==> config.mk <==
export PLATFORM = sky130hd
export DESIGN_NAME = ascii_digit_streamer
export DESIGN_NICKNAME = d
export VERILOG_FILES = /design/src/rtl/ascii_pkg.sv /design/src/rtl/ascii_digit_streamer.sv
export SDC_FILE = /design/constraint.sdc
export NUM_CORES = 1
export LEC_CHECK = 0
export ABC_CLOCK_PERIOD_IN_PS = 4500
export CAP_MARGIN = 10
export CORE_MARGIN = 2
export CORE_UTILIZATION = 52
export DETAILED_ROUTE_END_ITERATION = 10
export GPL_ROUTABILITY_DRIVEN = 0
export PLACE_DENSITY_LB_ADDON = 0.2
export SYNTH_ARGS = -nofsm -noshare
export SYNTH_HDL_FRONTEND = slang
export SYNTH_SLANG_ARGS = --single-unit
==> constraint.sdc <==
create_clock -name clk -period 4.5 [get_ports clk]
set_clock_uncertainty 0.1 [all_clocks]
set_input_delay 0.9 -clock clk [delete_from_list [all_inputs] [get_ports clk]]
set_output_delay 0.9 -clock clk [all_outputs]
set_load 0.05 [all_outputs]
==> src/rtl/ascii_pkg.sv <==
// Shared ASCII constants, streamer state encoding and the leading-zero blanking helper.
package ascii_pkg;

    localparam logic [7:0] ASCII_ZERO  = 8'h30;
    localparam logic [7:0] ASCII_SPACE = 8'h20;

    typedef enum logic {
        IDLE = 1'b0,
        SEND = 1'b1
    } streamerState_t;

    function automatic logic [7:0] blank_char(input logic [7:0] ch, input logic lead, input logic notLast);
        return (lead && notLast && (ch == ASCII_ZERO)) ? ASCII_SPACE : ch;
    endfunction

endpackage

==> src/rtl/ascii_digit_streamer.sv <==
// Snapshots a packed ASCII string on start and streams it MSD first; ASCII_LEADING_ZERO_BLANK_EN blanks leading '0's.
// Latency: start at edge n -> first character valid at n+1; one character per cycle while charReady is high.
// Backpressure: charValid/charData/charIndex/lastChar hold until charReady; start is ignored while busy.
module ascii_digit_streamer
    import ascii_pkg::*;
#(
    parameter int DIGIT_COUNT = 4,
    localparam int IDX_W = (DIGIT_COUNT > 1) ? $clog2(DIGIT_COUNT) : 1
) (
    input  logic                     clk,
    input  logic                     resetN,
    input  logic                     start,
    input  logic [8*DIGIT_COUNT-1:0] asciiInput,
    output logic                     charValid,
    input  logic                     charReady,
    output logic [7:0]               charData,
    output logic [IDX_W-1:0]         charIndex,
    output logic                     lastChar,
    output logic                     busy,
    output logic                     done
);

    localparam logic [IDX_W-1:0] LAST_IDX = IDX_W'(DIGIT_COUNT - 1);

    streamerState_t           state;
    logic [8*DIGIT_COUNT-1:0] snap;
    logic [IDX_W-1:0]         nextIdx;
    logic [7:0]               firstRaw;
    logic [7:0]               nextRaw;
    logic [7:0]               firstChar;
    logic [7:0]               nextChar;

    function automatic logic [7:0] char_at(input logic [8*DIGIT_COUNT-1:0] v, input logic [IDX_W-1:0] i);
        logic [7:0] r;
        r = 8'h00;
        for (int k = 0; k < DIGIT_COUNT; k++) begin
            if (i == IDX_W'(k)) begin
                r = v[8*(DIGIT_COUNT-1-k) +: 8];
            end
        end
        return r;
    endfunction

    assign nextIdx  = charIndex + 1'b1;
    assign firstRaw = asciiInput[8*DIGIT_COUNT-1 -: 8];
    assign nextRaw  = char_at(snap, nextIdx);

`ifdef ASCII_LEADING_ZERO_BLANK_EN
    // lead is the leading-zone flag as seen by the character currently presented.
    logic       lead;
    logic       leadNext;
    logic [7:0] curRaw;

    assign curRaw    = char_at(snap, charIndex);
    assign leadNext  = lead && (curRaw == ASCII_ZERO);
    assign firstChar = blank_char(firstRaw, 1'b1, LAST_IDX != '0);
    assign nextChar  = blank_char(nextRaw, leadNext, nextIdx != LAST_IDX);

    always_ff @(posedge clk) begin
        if (!resetN) begin
            lead <= 1'b0;
        end else if (state == IDLE && start) begin
            lead <= 1'b1;
        end else if (state == SEND && charReady && charIndex != LAST_IDX) begin
            lead <= leadNext && (nextIdx != LAST_IDX);
        end
    end
`else
    assign firstChar = firstRaw;
    assign nextChar  = nextRaw;
`endif

    always_ff @(posedge clk) begin
        if (!resetN) begin
            state     <= IDLE;
            snap      <= '0;
            charData  <= 8'h00;
            charIndex <= '0;
            lastChar  <= 1'b0;
            done      <= 1'b0;
        end else begin
            done <= 1'b0;
            case (state)
                IDLE: begin
                    if (start) begin
                        state     <= SEND;
                        snap      <= asciiInput;
                        charIndex <= '0;
                        charData  <= firstChar;
                        lastChar  <= (LAST_IDX == '0);
                    end
                end
                SEND: begin
                    if (charReady) begin
                        if (charIndex == LAST_IDX) begin
                            state    <= IDLE;
                            done     <= 1'b1;
                            lastChar <= 1'b0;
                        end else begin
                            charIndex <= nextIdx;
                            charData  <= nextChar;
                            lastChar  <= (nextIdx == LAST_IDX);
                        end
                    end
                end
                default: state <= IDLE;
            endcase
        end
    end

    assign charValid = (state == SEND);
    assign busy      = (state == SEND);

endmodule
==> impl_summary.txt <==
----------------------------------------------------
[Status]
  Status ... completed

[Finish]
  Area of the multi-input gates ... 996 um2
  Fill count ... 331
  Fraction of the core area covered by cells at the end of the flow ... 0.696
  Count of nets after finishing ... 316
  Seq. cell area ... 901 um2
  Layout cell share with drive strength beyond 1 ... 0.0364
  # diodes ... 0
  Layout overhead on the synthesized area ... 27.7%

[Drt]
  Total vias in the final route ... 1722
  Antenna-violating nets left ... 0
  Detailed-route DRC error count ... 0
  Number of DRC markers in iteration 0 ... 163
  Vias per cell ... 5.33
  Number of detailed-route iterations in the first pass ... 4
  Detail-routed net length per standard cell ... 14.5 um
  Final routed wirelength across all metal layers ... 4680 um

[Timing]
  Fin worst setup slack ... 1.54 ns
  Final-report setup violation count ... 0
  Fin. Hold Viols ... 0
  Setup TNS ... 0 ns
  Fmax ... 0.338 GHz
  Worst slack on hold paths ... 0.354 ns
  Slew at the pin with the worst max-slew slack ... 0.734 ns
  Min Tclk post-route ... 2.96 ns
  Relative max-transition margin ... 0.510
  Final Slew Violations ... 0
  Unrepaired setup endpoints after global routing ... false
  Portion of the clock cycle consumed by the worst path in the final layout ... 0.657

[Clock network]
  Clock latency reported for the late side of the worst-skew pair ... 0.30 ns
  Number of H-tree branching levels ... 2
  Post-cts hold buffer count ... 0
  Maximum root-to-sink buffer count ... 2
  Total clock buffers created by CTS ... 5
  Post-cts resize count ... 0
  Clock sink count ... 45
  Clock slew seen by the registers of the worst setup and hold paths ... 0.08 ns
  Clock tree from TritonCTS ... done
  Number of post-CTS setup repair buffers ... 0
  CTS root buffer ... sky130_fd_sc_hd__clkbuf_8

[Logic synthesis]
  Fraction of registers with async set or reset after synthesis ... 0
  Per-instance average area after synthesis ... 8.48 um2
  Largest family of logic cells by synthesized area ... compound AO/OA/AOI/OAI gates
  Area share of the leading cell type in the synthesized netlist ... 0.448
  Cell with the most instances after synthesis ... sky130_fd_sc_hd__nand2_1
  Sequential share of the synthesized area ... 0.448
  Cell variety after synth ... 26
  Synthesized-area fraction occupied by adder cells ... 0.0311
  Ys Warns ... 0
  Count of mapped cells out of synthesis ... 237
  Register bit count reported by yosys ... 45
  Synth Cell Area ... 2010 um2
  Most used DFF post-synth ... sky130_fd_sc_hd__dfxtp_1
  Multiplexer fraction of the synthesized cell area ... 0.00498
  Main area contributors after synthesis ... sky130_fd_sc_hd__dfxtp_1 45%, sky130_fd_sc_hd__nand2_1 12%, sky130_fd_sc_hd__a21boi_1 12%, sky130_fd_sc_hd__a221o_1 4.0%, sky130_fd_sc_hd__o2111ai_1 3.5%
  Share of the synthesized netlist area taken by xor and xnor gates ... 0
  Cell types with the highest counts after synthesis ... 65 x sky130_fd_sc_hd__nand2_1, 45 x sky130_fd_sc_hd__dfxtp_1, 32 x sky130_fd_sc_hd__a21boi_1
  Cell type contributing the most total cell area after synthesis ... sky130_fd_sc_hd__dfxtp_1
  Number of flops mapped to enable cells by yosys ... 0
  Post-Syn Nets ... 278
  Synthesized-area fraction occupied by and/or/nand/nor cells ... 0.189
  Compound-gate portion of the synthesized area ... 0.269

[Floorplan]
  Die area ... 4380 um2
  DIE HEIGHT ... 66.2 um
  Horizontal extent of the die ... 66.2 um
  # IOs ... 50
  CORE AREA ... 3690 um2
  Site row count ... 22
  Starting density of the core ... 0.545

[Power and ir drop]
  Sequential share of power ... 0.519
  Power density over the cells ... 329 nW/um2
  Combinational share of power ... 0.186
  Maximum ir drop on the vdd rail ... 0.218 mV
  Leakage power figure ... 0.942 nW
  Internal Pwr Total ... 0.000616 W
  Switch Pwr ... 0.000230 W
  Switch share ... 0.271
  Part of the power in the clock network ... 0.295

[Worst setup path]
  Highest-delay cell along the critical path ... sky130_fd_sc_hd__clkdlybuf4s50_1
  Type of the setup path with the least slack ... register to output pin
  Data required time of the critical path ... 3.50 ns
  Category of the worst setup path capture point ... output pin
  Top delay family on crit path ... buffers and inverters
  Worst endpoint data arrival time ... 1.96 ns
  Sequence of cells on the critical path ... clkdlybuf4s50_1
  CP max stage delay ... 0.93 ns
  Critical path buffer and inverter count ... 1
  Crit-path max FO ... 18
  Critical Path Source Type ... register

[Hold path]
  Hold WC Path Type ... register to register

[Global routing]
  Number of antenna violations at the first check in global routing ... 0
  Vias in the first global route ... 1595
  Global-route usage over all layers ... 0.237
  Maximum number of pins on one net before global-route repair ... 46
  Wire length of the first global-routing pass ... 7800 um
  Final global-route overflow total ... 0

[Placed design]
  Detailed placer's ending HPWL ... 3120 um
  Number of input and output port buffers inserted ... 49
  Placement Setup Slack ... 1.86 ns

[Flow run]
  Number of violations of the max-capacitance limit ... 0

----------------------------------------------------
path summary, 6_finish.rpt:
| kind | from | end | slack [ns] | cells past startpoint |
|---|---|---|---|---|
| setup / recovery | busy$_SDFF_PN0_ | busy | 1.54 | 1 |
| hold / removal | snap[7]$_SDFFE_PN0P_ | snap[7]$_SDFFE_PN0P_ | 0.35 | 2 |
| setup reg to reg | charIndex[0]$_SDFFE_PN0P_ | charData[5]$_SDFFE_PN0P_ | 2.23 | 6 |
| hold reg to reg | snap[7]$_SDFFE_PN0P_ | snap[7]$_SDFFE_PN0P_ | 0.35 | 2 |
routing by layer:
metal / vias up / track usage / routed length, um
met5: - / 0 / 0
met4: 0 / 0.0918 / 74
met3: 8 / 0.0409 / 251
met2: 45 / 0.366 / 2210
met1: 780 / 0.327 / 2140
li1: 889 / - / -
placed cells by master (no fill, tap or decap), drive strengths merged:
cell	instances
buf	3
mux2i	1
nand2	65
or2	1
and4	1
inv	3
and2	2
o2111ai	8
clkdlybuf4s50	49
nor2b	3
o21ai	19
ha	5
a21oi	8
a221o	8
or2b	8
nand2b	2
a31oi	1
a32oi	1
nand3	2
nand3b	1
a21boi	32
dfxtp	45
clkbuf	7
sequential cells by signal (all words and copies together), names as in the netlist:
signal	count
lastChar	1
done	1
charIndex	2
charData	8
busy	1
snap	32
power by group through the flow:
stage	logic, W	registers, W	clock network (W)
after floorplan	0.0000730	0.000469	0
after global placement	0.000156	0.000448	0
after detailed placement	0.000158	0.000448	0
after CTS	0.000158	0.000439	0.000250
after global routing	0.000172	0.000442	0.000269
final	0.000157	0.000439	0.000249
worst register-to-register path: stages (launching register included):
cell	delay [ns]
sky130_fd_sc_hd__dfxtp_1	0.45
sky130_fd_sc_hd__inv_1	0.12
sky130_fd_sc_hd__ha_1	0.35
sky130_fd_sc_hd__nor2b_1	0.63
sky130_fd_sc_hd__a221o_1	0.26
sky130_fd_sc_hd__o2111ai_1	0.11
sky130_fd_sc_hd__a21oi_1	0.17
cell type report:
cell class	instances	area share
clock buffer	7	0.0336
inverter	3	0.00439
multi-input combinational	168	0.388
sequential	45	0.351
tap	48	0.0234
timing repair buffer	52	0.200
stage by stage:
stage / total power, W / cell area, um2 / instances
2_1_floorplan: 0.000542 / 2010 / 237
3_3_place_gp: 0.000604 / 2480 / 316
6_report: 0.000846 / 2570 / 323
4_1_cts: 0.000847 / 2570 / 323
5_1_grt: 0.000883 / 2570 / 323
3_5_place_dp: 0.000606 / 2480 / 316
logic make-up after synthesis:
group,Yosys count
AO/OA/AOI/OAI,77
adder cells (fa/ha/maj),5
buffers and inverters,24
flip-flops,45
multiplexers,1
AND/OR/NAND/NOR,85
No activity file was read; power rests on OpenSTA's default activity.
